**config.mk**
```make
export PLATFORM = sky130hd
export DESIGN_NAME = seg_scan_capture
export DESIGN_NICKNAME = d
export VERILOG_FILES = /design/src/rtl/seg_scan_capture.sv
export SDC_FILE = /design/constraint.sdc
export NUM_CORES = 1
export LEC_CHECK = 0
export CAP_MARGIN = 5
export CORE_AREA = 2 2 74 69
export DETAILED_ROUTE_END_ITERATION = 8
export DIE_AREA = 0 0 76 71
export GPL_TIMING_DRIVEN = 0
export HOLD_SLACK_MARGIN = 0.05
export MAX_ROUTING_LAYER = met4
export PLACE_DENSITY_LB_ADDON = 0.12
export SETUP_SLACK_MARGIN = 0.5
export SLEW_MARGIN = 15
export SYNTH_ARGS = -nofsm -noshare
export SYNTH_HDL_FRONTEND = slang
export SYNTH_SLANG_ARGS = --single-unit
```
**constraint.sdc**
```tcl
create_clock -name clk -period 4.5 [get_ports clk]
set_input_delay 0.9 -clock clk [delete_from_list [all_inputs] [get_ports clk]]
set_output_delay 0.9 -clock clk [all_outputs]
set_load 0.005 [all_outputs]
```
**src/rtl/seg_scan_capture.sv**
```systemverilog
// Seven-segment bus monitor: waits for a stable frame on one anode, then decodes it back to BCD per digit.
// Optional macro SEG_SCAN_BLANK_DETECT_EN: when defined, the all-off pattern is a legal blank digit.
module seg_scan_capture #(
   parameter int unsigned STABLE_CYCLES = 4,
   parameter int unsigned NDIG          = 4
) (
   input  logic                clk,
   input  logic                reset,
   input  logic [0:6]          seg,
   input  logic [NDIG-1:0]     an,
   output logic [4*NDIG-1:0]   bcd,
   output logic [NDIG-1:0]     valid,
   output logic [NDIG-1:0]     err,
   output logic                upd,
   output logic [1:0]          upd_idx
);

   localparam int unsigned SEGW  = 7;
   localparam int unsigned SMPW  = NDIG + SEGW;
   localparam int unsigned CNTW  = 8;
   localparam int unsigned BCDW  = 4 * NDIG;
   localparam logic [CNTW-1:0] CNT_MAX    = '1;
   localparam logic [CNTW-1:0] CNT_TARGET = CNTW'(STABLE_CYCLES);

   typedef enum logic [1:0] {
      IDLE    = 2'd0,
      TRACK   = 2'd1,
      CAPTURE = 2'd2,
      HOLD    = 2'd3
   } state_t;

   state_t             state_q, state_d;
   logic [SMPW-1:0]    s_q;
   logic [CNTW-1:0]    cnt_q;
   logic [BCDW-1:0]    bcd_d;
   logic [NDIG-1:0]    valid_d, err_d;
   logic               upd_d;
   logic [1:0]         upd_idx_d;

   logic [SMPW-1:0]    smp;
   logic               same;
   logic [1:0]         cap_idx;
   logic [5:0]         dec;

   // Exactly one active-low anode selects a digit
   function automatic logic is_onehot(input logic [3:0] a);
      case (a)
         4'b1110, 4'b1101, 4'b1011, 4'b0111: return 1'b1;
         default:                            return 1'b0;
      endcase
   endfunction

   function automatic logic [1:0] anode_idx(input logic [3:0] a);
      case (a)
         4'b1101: return 2'd1;
         4'b1011: return 2'd2;
         4'b0111: return 2'd3;
         default: return 2'd0;
      endcase
   endfunction

   // Returns {legal, blank, digit}; pattern bits are a..g left to right, 0 = lit
   function automatic logic [5:0] decode(input logic [6:0] p);
      case (p)
         7'b0000001: return {2'b10, 4'd0};
         7'b1001111: return {2'b10, 4'd1};
         7'b0010010: return {2'b10, 4'd2};
         7'b0000110: return {2'b10, 4'd3};
         7'b1001100: return {2'b10, 4'd4};
         7'b0100100: return {2'b10, 4'd5};
         7'b0100000: return {2'b10, 4'd6};
         7'b0001111: return {2'b10, 4'd7};
         7'b0000000: return {2'b10, 4'd8};
         7'b0000100: return {2'b10, 4'd9};
`ifdef SEG_SCAN_BLANK_DETECT_EN
         7'b1111111: return {2'b01, 4'd0};
`endif
         default:    return 6'b000000;
      endcase
   endfunction

   assign smp     = {an, seg};
   assign same    = (smp == s_q);
   assign cap_idx = anode_idx(s_q[SMPW-1:SEGW]);
   assign dec     = decode(s_q[SEGW-1:0]);

   // Sample register and stability counter
   always_ff @(posedge clk or posedge reset) begin
      if (reset) begin
         s_q   <= {4'hF, 7'h7F};
         cnt_q <= '0;
      end else begin
         s_q <= smp;
         if (!same)                 cnt_q <= CNTW'(1);
         else if (cnt_q != CNT_MAX) cnt_q <= cnt_q + CNTW'(1);
      end
   end

   // State and registered outputs
   always_ff @(posedge clk or posedge reset) begin
      if (reset) begin
         state_q <= IDLE;
         bcd     <= '0;
         valid   <= '0;
         err     <= '0;
         upd     <= 1'b0;
         upd_idx <= 2'd0;
      end else begin
         state_q <= state_d;
         bcd     <= bcd_d;
         valid   <= valid_d;
         err     <= err_d;
         upd     <= upd_d;
         upd_idx <= upd_idx_d;
      end
   end

   // Next state; a capture updates only the selected digit's fields
   always_comb begin
      state_d   = state_q;
      bcd_d     = bcd;
      valid_d   = valid;
      err_d     = err;
      upd_d     = 1'b0;
      upd_idx_d = upd_idx;
      case (state_q)
         IDLE: begin
            if (is_onehot(smp[SMPW-1:SEGW])) state_d = TRACK;
         end
         TRACK: begin
            if (!same) begin
               state_d = is_onehot(smp[SMPW-1:SEGW]) ? TRACK : IDLE;
            end else if (cnt_q == CNT_TARGET) begin
               state_d   = CAPTURE;
               upd_d     = 1'b1;
               upd_idx_d = cap_idx;
               if (dec[5]) bcd_d[{cap_idx, 2'b00} +: 4] = dec[3:0];
               valid_d[cap_idx] = dec[5];
               err_d[cap_idx]   = ~dec[5] & ~dec[4];
            end
         end
         CAPTURE, HOLD: begin
            // A change right after capture must not be swallowed by HOLD
            if (!same) state_d = is_onehot(smp[SMPW-1:SEGW]) ? TRACK : IDLE;
            else       state_d = HOLD;
         end
         default: state_d = IDLE;
      endcase
   end

endmodule

```
==> summary.txt <==
Status: finished clean
WP buf/inv: 1
Routed Antenna Nets: 0
Vias after detailed routing: 1,781
Syn_area_per_cell: 11.5 sq um
Synth top area share: 36.7%
Number of port buffers: 39
Starting DRT DRC Count: 48
Cells after synthesis: 219
Row cnt: 24
Postcts setup bufs: 0
Final slew viol count: 0
Critical path capture point type: flop
NumNets Final: 287
Synth Register Bits: 48
Layout cells sized above 1: 21.3%
Clk_skew: 0.00994 ns
Syn. warnings: 0
RSZ-0062 raised after global routing: no
Die W: 76 um
Cell breakdown of the critical path: clkdlybuf4s50_1, xor2_1, nor4_1, nand4b_2, a211oi_4, mux2_2
Max Clk Rate: 316 MHz
Io pins: 40
Leakage: 1.35 nW
Min-Delay Path Class: reg -> reg
Initial Util: 54.2%
Gr usage total: 21.2%
Startpoint Class: primary input
Routed wire length per instance: 14.7 um
CTS tree: yes
Post-detail-place hpwl: 3.43 mm
Flop-to-flop setup slack: 1.95 ns
Synth area leader: dfrtp_1
CP top delay family: simple AND/OR/NAND/NOR gates
Die area: 0.00540 sq mm
Crit Path Max Fanout: 5
Routed WL: 4.87 mm
Drt pass-1 iters: 5
Area growth from synthesis to layout: 24.8%
Minimum clock period: 3.16 ns
Slowest cell on the critical path: nor4_1
Final setup viols: 0
CTS Sinks: 48
Most frequent cells in the layout: clkdlybuf4s50_1 (39), dfrtp_1 (37), mux2_2 (23)
Final hold vios: 0
Clock root cell: clkbuf_8
Drt via density: 5.36
Clk buf depth: 2
Peak VDD IR: 0.183 mV
Max Cap Violations: 0
Number of global-route vias before repair: 1,852
CTS buffer count: 5
Worst EP required: 4.69 ns
Top FF cell, synth: dfrtp_1
WS Path Type: in -> reg
Register area share after synthesis: 48.2%
Ant diodes: 0
Initial antenna violation count: 0
Layout fillers: 375
Reg clk slew, reported paths: 0.08 ns
Setup TNS: 0 ns
CTS H-tree lvls: 2
Hold bufs inserted after CTS: 0
Peak per-stage delay on the critical path: 0.54 ns
Die Y: 71 um
# resized after CTS: 0
WHS: 0.487 ns
Synth area leaders: dfrtp_1 (37%), dfstp_2 (11%), mux2_2 (10%)
Post-synthesis net count: 240
First-pass GRT wire length: 8.97 mm
Slew @ Worst Pin: 0.670 ns
Largest net degree at the start of global routing: 34
Worst Path Arrival: 3.35 ns
Crit share post-route: 70.2%
Pwr Density: 283 mW/mm^2
Synth Cell Area: 0.00252 sq mm
DRC: 0
Most common cell after layout, fill and taps aside: clkdlybuf4s50_1
Max_slew headroom: 55.3%
Async SR Flop Fraction: 100%
Post-synth EDFFs: 0
Yosys cell types: 44
GP Congestion: 0.847
Clock Latency Late Sink: 0.30 ns
Area of the core: 0.00465 sq mm
Final global-route overflow total: 0
-- where the power goes --
group | internal (W) | switching (W) | total [W]
combinational | 0.0000311 | 0.0000437 | 0.0000748
clock | 0.000222 | 0.000146 | 0.000368
sequential | 0.000441 | 0.00000567 | 0.000446
total | 0.000694 | 0.000195 | 0.000889
-- metal layers --
layer	vias up	GRT usage [%]	share of wire (%)	wire length (um)
li1	866	-	-	-
met5	-	-	0	0
met2	34	33.6	46	2240
met1	874	28.4	49	2370
met3	7	4.21	4.1	200
met4	0	5.66	1.3	61
-- cell usage after synthesis (3+ instances only) --
cell type / number
nor2_1: 18
a211oi_4: 4
nand3_1: 9
nand2b_1: 3
xor2_1: 18
o21ai_0: 3
dfstp_2: 11
dfrtp_1: 37
nor4_1: 3
mux2_2: 23
ha_1: 8
and3_1: 4
nor3_1: 6
a21oi_1: 7
buf_6: 4
inv_1: 12
or3_1: 4
nand2_1: 11
-- cells by family after synthesis --
| kind of cell | Yosys count | synth area share (%) |
|---|---|---|
| AO/OA/AOI/OAI | 23 | 8.58 |
| XOR/XNOR | 19 | 6.60 |
| adder cells (fa/ha/maj) | 8 | 3.97 |
| buffers and inverters | 19 | 4.07 |
| flip-flops | 48 | 48.2 |
| multiplexers | 27 | 12.0 |
| AND/OR/NAND/NOR | 75 | 16.7 |
-- registers in the layout, summed over array words and instances, names as in the netlist --
signal and count:
upd 1, bcd 16, err 4, valid 4
s_q 11, upd_idx 2, state_q 2, cnt_q 8
-- through the flow --
step | instances | setup slack [ns] | area [sq um] | utilization [%] | total power [W]
5_1_grt | 332 | 1.13 | 3150 | 67.6 | 0.000922
3_5_place_dp | 324 | 1.04 | 3010 | 64.8 | 0.000529
4_1_cts | 332 | 1.35 | 3150 | 67.6 | 0.000895
3_3_place_gp | 323 | 1.07 | 2990 | 64.3 | 0.000526
2_1_floorplan | 219 | 1.86 | 2520 | - | 0.000501
6_report | 332 | 1.34 | 3150 | 67.6 | 0.000889
-- final cells by class --
cell class / instances / area, sq um / area share, %
Clock buffer: 6 / 72.6 / 2.31
Tap cell: 65 / 81.3 / 2.58
Sequential cell: 48 / 1210 / 38.6
Clock inverter: 2 / 60.1 / 1.91
Timing Repair Buffer: 40 / 410 / 13.0
Buffer: 7 / 57.6 / 1.83
Multi-Input combinational cell: 152 / 1200 / 38.3
Inverter: 12 / 45.0 / 1.43
-- worst paths after layout --
kind | start | endpoint | cells after the start
setup / recovery | an[2] | bcd[8]$_DFFE_PP0P_ | 6
hold / removal | bcd[5]$_DFFE_PP0P_ | bcd[5]$_DFFE_PP0P_ | 1
setup reg to reg | s_q[5]$_DFF_PP1_ | bcd[8]$_DFFE_PP0P_ | 5
hold reg to reg | bcd[5]$_DFFE_PP0P_ | bcd[5]$_DFFE_PP0P_ | 1
max in group asynchronous | reset | s_q[1]$_DFF_PP1_ | 3
min in group asynchronous | reset | cnt_q[5]$_DFFE_PP0P_ | 2
Power figures use the tool's default switching activity.
